## src/rtl/lenet_mul_rr_arbiter.sv

```systemverilog
// lenet_mul_rr_arbiter: round-robin share of one signed A_W x B_W multiplier
// between NUM_REQ requesters, two-stage pipeline, one multiply per cycle.
// Ports:
//   ap_clk, ap_rst_n          clock, async active-low reset
//   arb_en                    grant enable
//   req_valid/req_ready       per-requester request / one-hot grant
//   req_a, req_b              packed operands, requester i at [i*W +: W]
//   mul_din0/mul_din1         stage-1 operands to the shared multiplier
//   mul_dout                  combinational product from the multiplier
//   rsp_valid, rsp_p          one-hot result tag and registered product
//   busy                      stage 1 or stage 2 holds an op
module lenet_mul_rr_arbiter #(
    parameter int NUM_REQ = 4,
    parameter int A_W     = 12,
    parameter int B_W     = 6,
    parameter int P_W     = 19
) (
    input  logic                   ap_clk,
    input  logic                   ap_rst_n,
    input  logic                   arb_en,
    input  logic [NUM_REQ-1:0]     req_valid,
    output logic [NUM_REQ-1:0]     req_ready,
    input  logic [NUM_REQ*A_W-1:0] req_a,
    input  logic [NUM_REQ*B_W-1:0] req_b,
    output logic [A_W-1:0]         mul_din0,
    output logic [B_W-1:0]         mul_din1,
    input  logic [P_W-1:0]         mul_dout,
    output logic [NUM_REQ-1:0]     rsp_valid,
    output logic [P_W-1:0]         rsp_p,
    output logic                   busy
);

    localparam int IW = (NUM_REQ > 1) ? $clog2(NUM_REQ) : 1;
    localparam logic [IW:0]   NR      = (IW+1)'(NUM_REQ);
    localparam logic [IW-1:0] PTR_RST = IW'(NUM_REQ - 1);

    logic [IW-1:0]  ptr_q, ptr_d;
    logic           vld1_q, vld1_d;
    logic [IW-1:0]  tag1_q, tag1_d;
    logic [A_W-1:0] a_q, a_d;
    logic [B_W-1:0] b_q, b_d;
    logic           vld2_q, vld2_d;
    logic [IW-1:0]  tag2_q, tag2_d;
    logic [P_W-1:0] p_q, p_d;

    logic           gnt_any;
    logic [IW-1:0]  gnt_idx;
    logic [IW:0]    scan;

    // Scan from ptr+1 upward with wrap; first valid index wins.
    always_comb begin
        gnt_any = 1'b0;
        gnt_idx = '0;
        scan    = '0;
        for (int k = 1; k <= NUM_REQ; k++) begin
            scan = {1'b0, ptr_q} + (IW+1)'(k);
            if (scan >= NR) begin
                scan = scan - NR;
            end
            if (!gnt_any && arb_en && req_valid[scan[IW-1:0]]) begin
                gnt_any = 1'b1;
                gnt_idx = scan[IW-1:0];
            end
        end
    end

    always_comb begin
        req_ready = '0;
        if (gnt_any) begin
            req_ready[gnt_idx] = 1'b1;
        end
    end

    // Operand registers only load on a transfer so the multiplier
    // inputs stay quiet on idle cycles.
    always_comb begin
        a_d    = a_q;
        b_d    = b_q;
        tag1_d = tag1_q;
        ptr_d  = ptr_q;
        vld1_d = gnt_any;
        for (int i = 0; i < NUM_REQ; i++) begin
            if (gnt_any && (gnt_idx == IW'(i))) begin
                a_d = req_a[i*A_W +: A_W];
                b_d = req_b[i*B_W +: B_W];
            end
        end
        if (gnt_any) begin
            tag1_d = gnt_idx;
            ptr_d  = gnt_idx;
        end
        vld2_d = vld1_q;
        tag2_d = vld1_q ? tag1_q : tag2_q;
        p_d    = vld1_q ? mul_dout : p_q;
    end

    always_ff @(posedge ap_clk or negedge ap_rst_n) begin
        if (!ap_rst_n) begin
            ptr_q  <= PTR_RST;
            vld1_q <= 1'b0;
            tag1_q <= '0;
            a_q    <= '0;
            b_q    <= '0;
            vld2_q <= 1'b0;
            tag2_q <= '0;
            p_q    <= '0;
        end else begin
            ptr_q  <= ptr_d;
            vld1_q <= vld1_d;
            tag1_q <= tag1_d;
            a_q    <= a_d;
            b_q    <= b_d;
            vld2_q <= vld2_d;
            tag2_q <= tag2_d;
            p_q    <= p_d;
        end
    end

    always_comb begin
        rsp_valid = '0;
        if (vld2_q) begin
            rsp_valid[tag2_q] = 1'b1;
        end
    end

    assign mul_din0 = a_q;
    assign mul_din1 = b_q;
    assign rsp_p    = p_q;
    assign busy     = vld1_q | vld2_q;

endmodule

```

## config.mk

```make
export PLATFORM = sky130hd
export DESIGN_NAME = lenet_mul_rr_arbiter
export DESIGN_NICKNAME = d
export VERILOG_FILES = /design/src/rtl/lenet_mul_rr_arbiter.sv
export SDC_FILE = /design/constraint.sdc
export NUM_CORES = 1
export LEC_CHECK = 0
export ABC_CLOCK_PERIOD_IN_PS = 2300
export BUFFER_PORTS_ARGS = -buffer_cell sky130_fd_sc_hd__buf_2
export CAP_MARGIN = 10
export CORE_ASPECT_RATIO = 0.5
export CORE_UTILIZATION = 41
export CTS_CLUSTER_SIZE = 14
export DETAILED_ROUTE_END_ITERATION = 7
export GPL_TIMING_DRIVEN = 0
export PLACE_DENSITY = 0.87
export SLEW_MARGIN = 20
export SYNTH_ARGS = -nofsm -noshare
export SYNTH_HDL_FRONTEND = slang
export SYNTH_SLANG_ARGS = --single-unit
export TNS_END_PERCENT = 50
```

## constraint.sdc

```tcl
create_clock -name ap_clk -period 2.3 [get_ports ap_clk]
set_clock_uncertainty 0.15 [all_clocks]
set_input_delay 0.115 -clock ap_clk [delete_from_list [all_inputs] [get_ports ap_clk]]
set_output_delay 0.115 -clock ap_clk [all_outputs]
set_load 0.05 [all_outputs]
```

==> Yosys cells after proc, flatten, opt, wreduce, memory -nomap -nowiden <==
Index checks and enable logic that the tools add are counted.
{ "op_classes": {"addsub": 8, "magnitude_cmp": 12, "eq_ne": 3, "mux": 34, "bitwise": 1, "n_reduce_logical": 18} }
{ "ops": {"columns": ["op", "n"], "rows": [
  ["2-to-1 mux 12 bit", 4],
  ["2-to-1 mux 6 bit", 4],
  ["less-than comparator 2 x 3 -> 1 bit (second input constant)", 6],
  ["2-to-1 mux 2 bit", 8],
  ["logical AND 1 bit", 13],
  [">= comparator 3 bit (second input constant)", 4],
  ["2-to-1 mux 1 bit", 10],
  ["binary-select mux 1 bit (select 2 bit)", 4],
  ["2-to-1 mux 4 bit", 2],
  ["subtractor 2 x 1 -> 2 bit (second input constant)", 4],
  ["adder 2 x 2 -> 3 bit (second input constant)", 2],
  ["demux 1 bit (select 2 bit)", 2],
  ["equality test 2 bit (second input constant)", 2],
  [">= comparator 2 x 1 -> 1 bit (second input constant)", 2],
  ["nonzero test 4 bit", 1],
  ["adder 2 x 1 -> 3 bit (second input constant)", 1],
  ["adder 2 x 3 -> 3 bit (second input constant)", 1],
  ["logical NOT 1 bit", 3],
  ["equality test 2 x 1 -> 1 bit (second input constant)", 1],
  ["logical NOT 2 bit", 1],
  ["bitwise OR 1 bit", 1]
]} }
{ "word_totals": {"regBits": 45, "inputBits": 98, "elab_cells": 84} }

==> Depth between registers and ports, before layout <==
{ "depth": {"depth_word": 25, "ltp_mapped": 8} }

==> Worst setup path after synthesis <==
Ideal clock, no wire load.
{ "synth_path": {"path_type": "register to output", "from": "register ptr_q[1]", "to": "output port req_ready[0]", "arrival_ps": 2686, "required_ps": 2035, "slack_ps": -651, "path_stages_with_launch": 7, "n_path_buf": 2, "cell_sequence": "dfstp_2 -> buf_2 -> nor4bb_1 -> o41ai_4 -> nand3_2 -> buf_6 -> nor3_1"} }
{ "synth_between": {"elab_chain_len": 24, "elab_cells_between_ends": 48} }
{ "synth_lines": {"columns": ["item", "line_no", "text"], "rows": [
  ["from (decl)", "37", "logic [IW-1:0] ptr_q, ptr_d;"],
  ["from (signal assigned)", "108", "ptr_q <= ptr_d;"],
  ["adder 2 x 1 -> 3 bit", "56", "scan = {1'b0, ptr_q} + (IW+1)'(k);"],
  [">= comparator 3 bit / subtractor 2 x 1 -> 2 bit (equally long branches)", "57, 58", null],
  ["2-to-1 mux 2 bit", "57", "if (scan >= NR) begin"],
  ["binary-select mux 1 bit (select 2 bit)", "60", "if (!gnt_any && arb_en && req_valid[scan[IW-1:0]]) begin"],
  ["2-to-1 mux 1 bit (implied by the code)", "60", null],
  ["logical AND 1 bit", "60", null],
  ["2-to-1 mux 1 bit", "60", null],
  ["logical NOT 1 bit", "60", null],
  ["[7 not listed]", null, null],
  ["logical NOT 1 bit", "60", null],
  ["logical AND 1 bit (2 in series)", "60", null],
  ["2-to-1 mux 2 bit", "60", null],
  ["less-than comparator 2 x 3 -> 1 bit (implied by the code) / >= comparator 2 x 1 -> 1 bit (equally long branches)", "70", "req_ready[gnt_idx] = 1'b1;"],
  ["logical AND 1 bit (implied by the code)", "70", null],
  ["2-to-1 mux 1 bit (implied by the code)", "70", null],
  ["demux 1 bit (select 2 bit)", "70", null],
  ["2-to-1 mux 4 bit *", "69", "if (gnt_any) begin"],
  ["to (decl)", "22", "output logic [NUM_REQ-1:0] req_ready,"]
]} }
Mark *: on every way between the ends. The rest lies on a longest branch, timed or not. The select of a mux whose other input is x is not followed.

==> Final worst setup path <==
{ "layout_path": {"from": "register ptr_q[1]", "to": "register a_q[9], in the netlist mul_din0[9]"} }
{ "layout_between": {"elab_chain_len": 24, "elab_cells_between_ends": 54} }
{ "layout_lines": {"columns": ["item", "line_no", "text"], "rows": [
  ["adder 2 x 1 -> 3 bit", "56", null],
  [">= comparator 3 bit / subtractor 2 x 1 -> 2 bit (equally long branches)", "57, 58", null],
  ["2-to-1 mux 2 bit", "57", null],
  ["binary-select mux 1 bit (select 2 bit)", "60", null],
  ["2-to-1 mux 1 bit (implied by the code)", "60", null],
  ["logical AND 1 bit", "60", null],
  ["2-to-1 mux 1 bit", "60", null],
  ["logical NOT 1 bit", "60", null],
  ["[4 not listed]", null, null],
  ["logical AND 1 bit (2 in series)", "60", null],
  ["2-to-1 mux 1 bit", "60", null],
  ["logical NOT 1 bit", "60", null],
  ["logical AND 1 bit (2 in series)", "60", null],
  ["2-to-1 mux 2 bit", "60", null],
  ["equality test 2 x 1 -> 1 bit", "83", "if (gnt_any && (gnt_idx == IW'(i))) begin"],
  ["logical AND 1 bit", "83", null],
  ["2-to-1 mux 12 bit (3 in series)", "83", null],
  ["to (signal assigned)", "102", "a_q <= '0;"],
  ["to (signal assigned)", "111", "a_q <= a_d;"],
  ["to (decl)", "40", "logic [A_W-1:0] a_q, a_d;"]
]} }
Parallel ways exist; a longest one is shown, timed or not. The select of a mux whose other input is x is not followed.
A chain may end at the register's enable or synchronous reset.

==> qor.yml <==
clocking:
  clkSlewWorstSetupHoldPaths_ns: 0.07
  cts_max_level: 2
  clock_path_buffers: 2
  cts_root_buf: "clkbuf_16"
  cts_buffers: 5
  cts_sinks: 45
  cts_tree: "yes"
  clock_latency_ns: 0.30
timing:
  tns_ns: -5.408
  fin_ws_ns: -0.3746
  setup_viol: 23
  max_slew_margin_pct: 29.46
  maxSlewViolCount: 0
  finalHoldViolations: 0
  rsz0062_at_grt: "yes"
  tightestPinTransition_ns: 1.058
  timing.final.crit_share_pct: 116.3
  whs_ns: 0.08740
  fmax_ghz: 0.3739
  fin_crit_ns: 2.675
routing:
  drcViolationCount: 0
  viasPerCell: 6.787
  drt_iter0_markers: 527
  dr_total_vias: 3760
  ant_nets: 0
  wirelength_mm: 13.73
  routedWlPerCell_um: 24.77
  first_pass_iters: 7
hold_path:
  hold_class: "in -> reg"
setup_path:
  worstPathArrival_ns: 2.76
  cp.required_ns: 2.39
  path_class: "reg -> reg"
  start_kind: "register"
  crit_path_max_fanout: 10
  r2r_setup_slack_ns: -0.37
  critPathCaptureType: "register"
power:
  p_leak_nw: 2.212
  pwr_density_cell_mw_per_mm2: 799.8
  vdd_drop_max_uv: 454.7
  p_total_mw: 3.884
final_layout:
  diodes: 0
  area_growth_pct: 75.37
  nets: 563
  fillers: 330
  drive_gt1_share_pct: 62.23
global_route:
  grt-busiest-layer: "met2"
  first_global_vias: 3554
  grt_pass1_wl_mm: 17.66
  grt_usage_pct: 32.73
  grt_max_degree: 46
  use_met3_pct: 8.588
  grtUsageMet2_pct: 56.72
  antenna_found_initial: 0
  use_met1_pct: 35.96
  overflow: 0
synthesis:
  synth_fp_nets: 367
  syn_area_mm2: 0.002769
  ys_seq_area_share_pct: 40.76
  synthesis.instances: 269
  synth_warnings: 0
  yosys.cell_types.count: 39
  ys_ff_latch: 45
  avgSynthCellArea_um2: 10.29
place:
  detailedPlace.worstSlack_ns: -0.5203
  port_buffers: 143
  gp_congestion: 0.9229
  dpl.hpwl_mm: 6.244
outcome:
  violations: "negative setup slack"
  status: "complete, but fails checks"
job:
  maxCapViolCount: 0
die:
  die_width_um: 118.2
  die-height_um: 60.11
  die_area_mm2: 0.007106
  start_util_pct: 44.08
  placement_rows: 20
  ios: 144
  coreArea_mm2: 0.006281
[placed cells by master, fill, tap and decap left out, types with 7 or more instances in the layout]
cell type	n
dfrtp_1	43
a2111oi_2	9
dlygate4sd3_1	20
buf_2	139
nor4_2	15
buf_4	25
nor4_1	10
nand2_1	7
nor4_4	13
a2111oi_4	9
a31oi_1	14
mux2_2	21
a211o_1	18
nor3_1	16
inv_1	19
buf_6	15
[final timing paths]
path / startpoint / end / cells after the start
worst max-delay path: ptr_q[1] / mul_din0[9] / 7
worst min register to register: mul_din1[3] / mul_din1[3] / 1
min in group asynchronous: ap_rst_n / mul_din0[5] / 2
worst min-delay path: req_b[15] / mul_din1[3] / 4
worst max register to register: ptr_q[1] / mul_din0[9] / 7
max in group asynchronous: ap_rst_n / rsp_p[2] / 2
[cell usage after synthesis, drive strengths merged]
master | n | share of area (%)
and3b | 1 | 0.32
nor3 | 20 | 3.6
a211o | 18 | 5.7
nand4 | 1 | 0.23
nor4b | 1 | 0.32
a31oi | 18 | 4.1
or3b | 1 | 0.32
o41a | 1 | 0.41
nand2 | 7 | 0.95
o41ai | 1 | 0.99
and4 | 1 | 0.32
nand3 | 1 | 0.36
a21oi | 2 | 0.36
and2 | 1 | 0.23
or2 | 3 | 0.68
mux2 | 21 | 8.5
dfstp | 2 | 1.9
or4 | 1 | 0.27
nor2b | 1 | 0.23
nor4 | 38 | 8.8
and3 | 1 | 0.23
mux2i | 1 | 0.36
o21ai | 1 | 0.18
nor2 | 9 | 1.2
clkbuf | 12 | 1.6
nand3b | 1 | 0.27
nand2b | 1 | 0.23
a221oi | 1 | 0.32
and4b | 1 | 0.50
buf | 17 | 4.0
a2111oi | 18 | 9.8
nor3b | 1 | 0.27
dfrtp | 43 | 39
inv | 19 | 2.6
nor4bb | 2 | 0.72
o31ai | 1 | 0.27
[sequential cells by signal, indices dropped and copies added, names as in the netlist]
register  count
rsp_p        19
tag1_q        2
vld2_q        1
mul_din0     12
tag2_q        2
ptr_q         2
vld1_q        1
mul_din1      6
[critical path: stages, from the launching register on]
cell and delay [ns]:
dfstp_2 0.42, or3b_1 0.41, nand4_1 0.23, buf_4 0.18
clkbuf_1 0.44, a31oi_2 0.20, nor3_1 0.39, a211o_1 0.18
[area by class of cell]
cell class	instances	area (um2)	share of cell area, %
multi-input cells	176	1942	39.99
plain buffers	26	216.5	4.458
repair buffers	192	1220	25.12
inverters	19	71.32	1.469
flip-flops and latches	45	1129	23.24
clock inverters	2	38.79	0.7988
clock buffers	6	128.9	2.654
well taps	88	110.1	2.267
[where the power goes]
group / switching (mW) / total, mW / leakage (nW) / internal (mW)
Combinational: 1.25 / 1.95 / 1.60 / 0.699
Clock: 0.344 / 0.860 / 0.0810 / 0.516
Sequential: 0.122 / 1.07 / 0.527 / 0.951
Total: 1.72 / 3.88 / 2.21 / 2.17
[routing by layer]
layer	up-vias	part of all wire, %
met4	0	7.7
met2	391	46
met5	-	0
met1	1784	35
li1	1452	-
met3	133	12
[per-stage QoR]
| stage | instance area, um2 | utilization (%) | cells |
|---|---|---|---|
| floorplan | 2810 | - | 269 |
| global placement | 3636 | 57.89 | 500 |
| detailed placement | 3636 | 57.89 | 500 |
| CTS | 4469 | 71.16 | 547 |
| global route | 4856 | 77.31 | 554 |
| finish | 4856 | 77.31 | 554 |
[cells by family (layout without fill, tap and decap cells)]
group	after synthesis	count (layout)	synth area share [%]
buffers and inverters	48	245	8.224
multiplexers	22	22	8.902
AO/OA/AOI/OAI	61	61	22.05
AND/OR/NAND/NOR	93	93	20.06
flip-flops	45	45	40.76
[timing repair]
action	in CTS	in global routing
buffers inserted	21	7
hold endpoints to repair	62	0
setup endpoints to repair	24	22
cloned	1	0
resized for setup	60	57
hold buffers	20	0
pin swaps	11	12
Power figures use the tool's default switching activity.
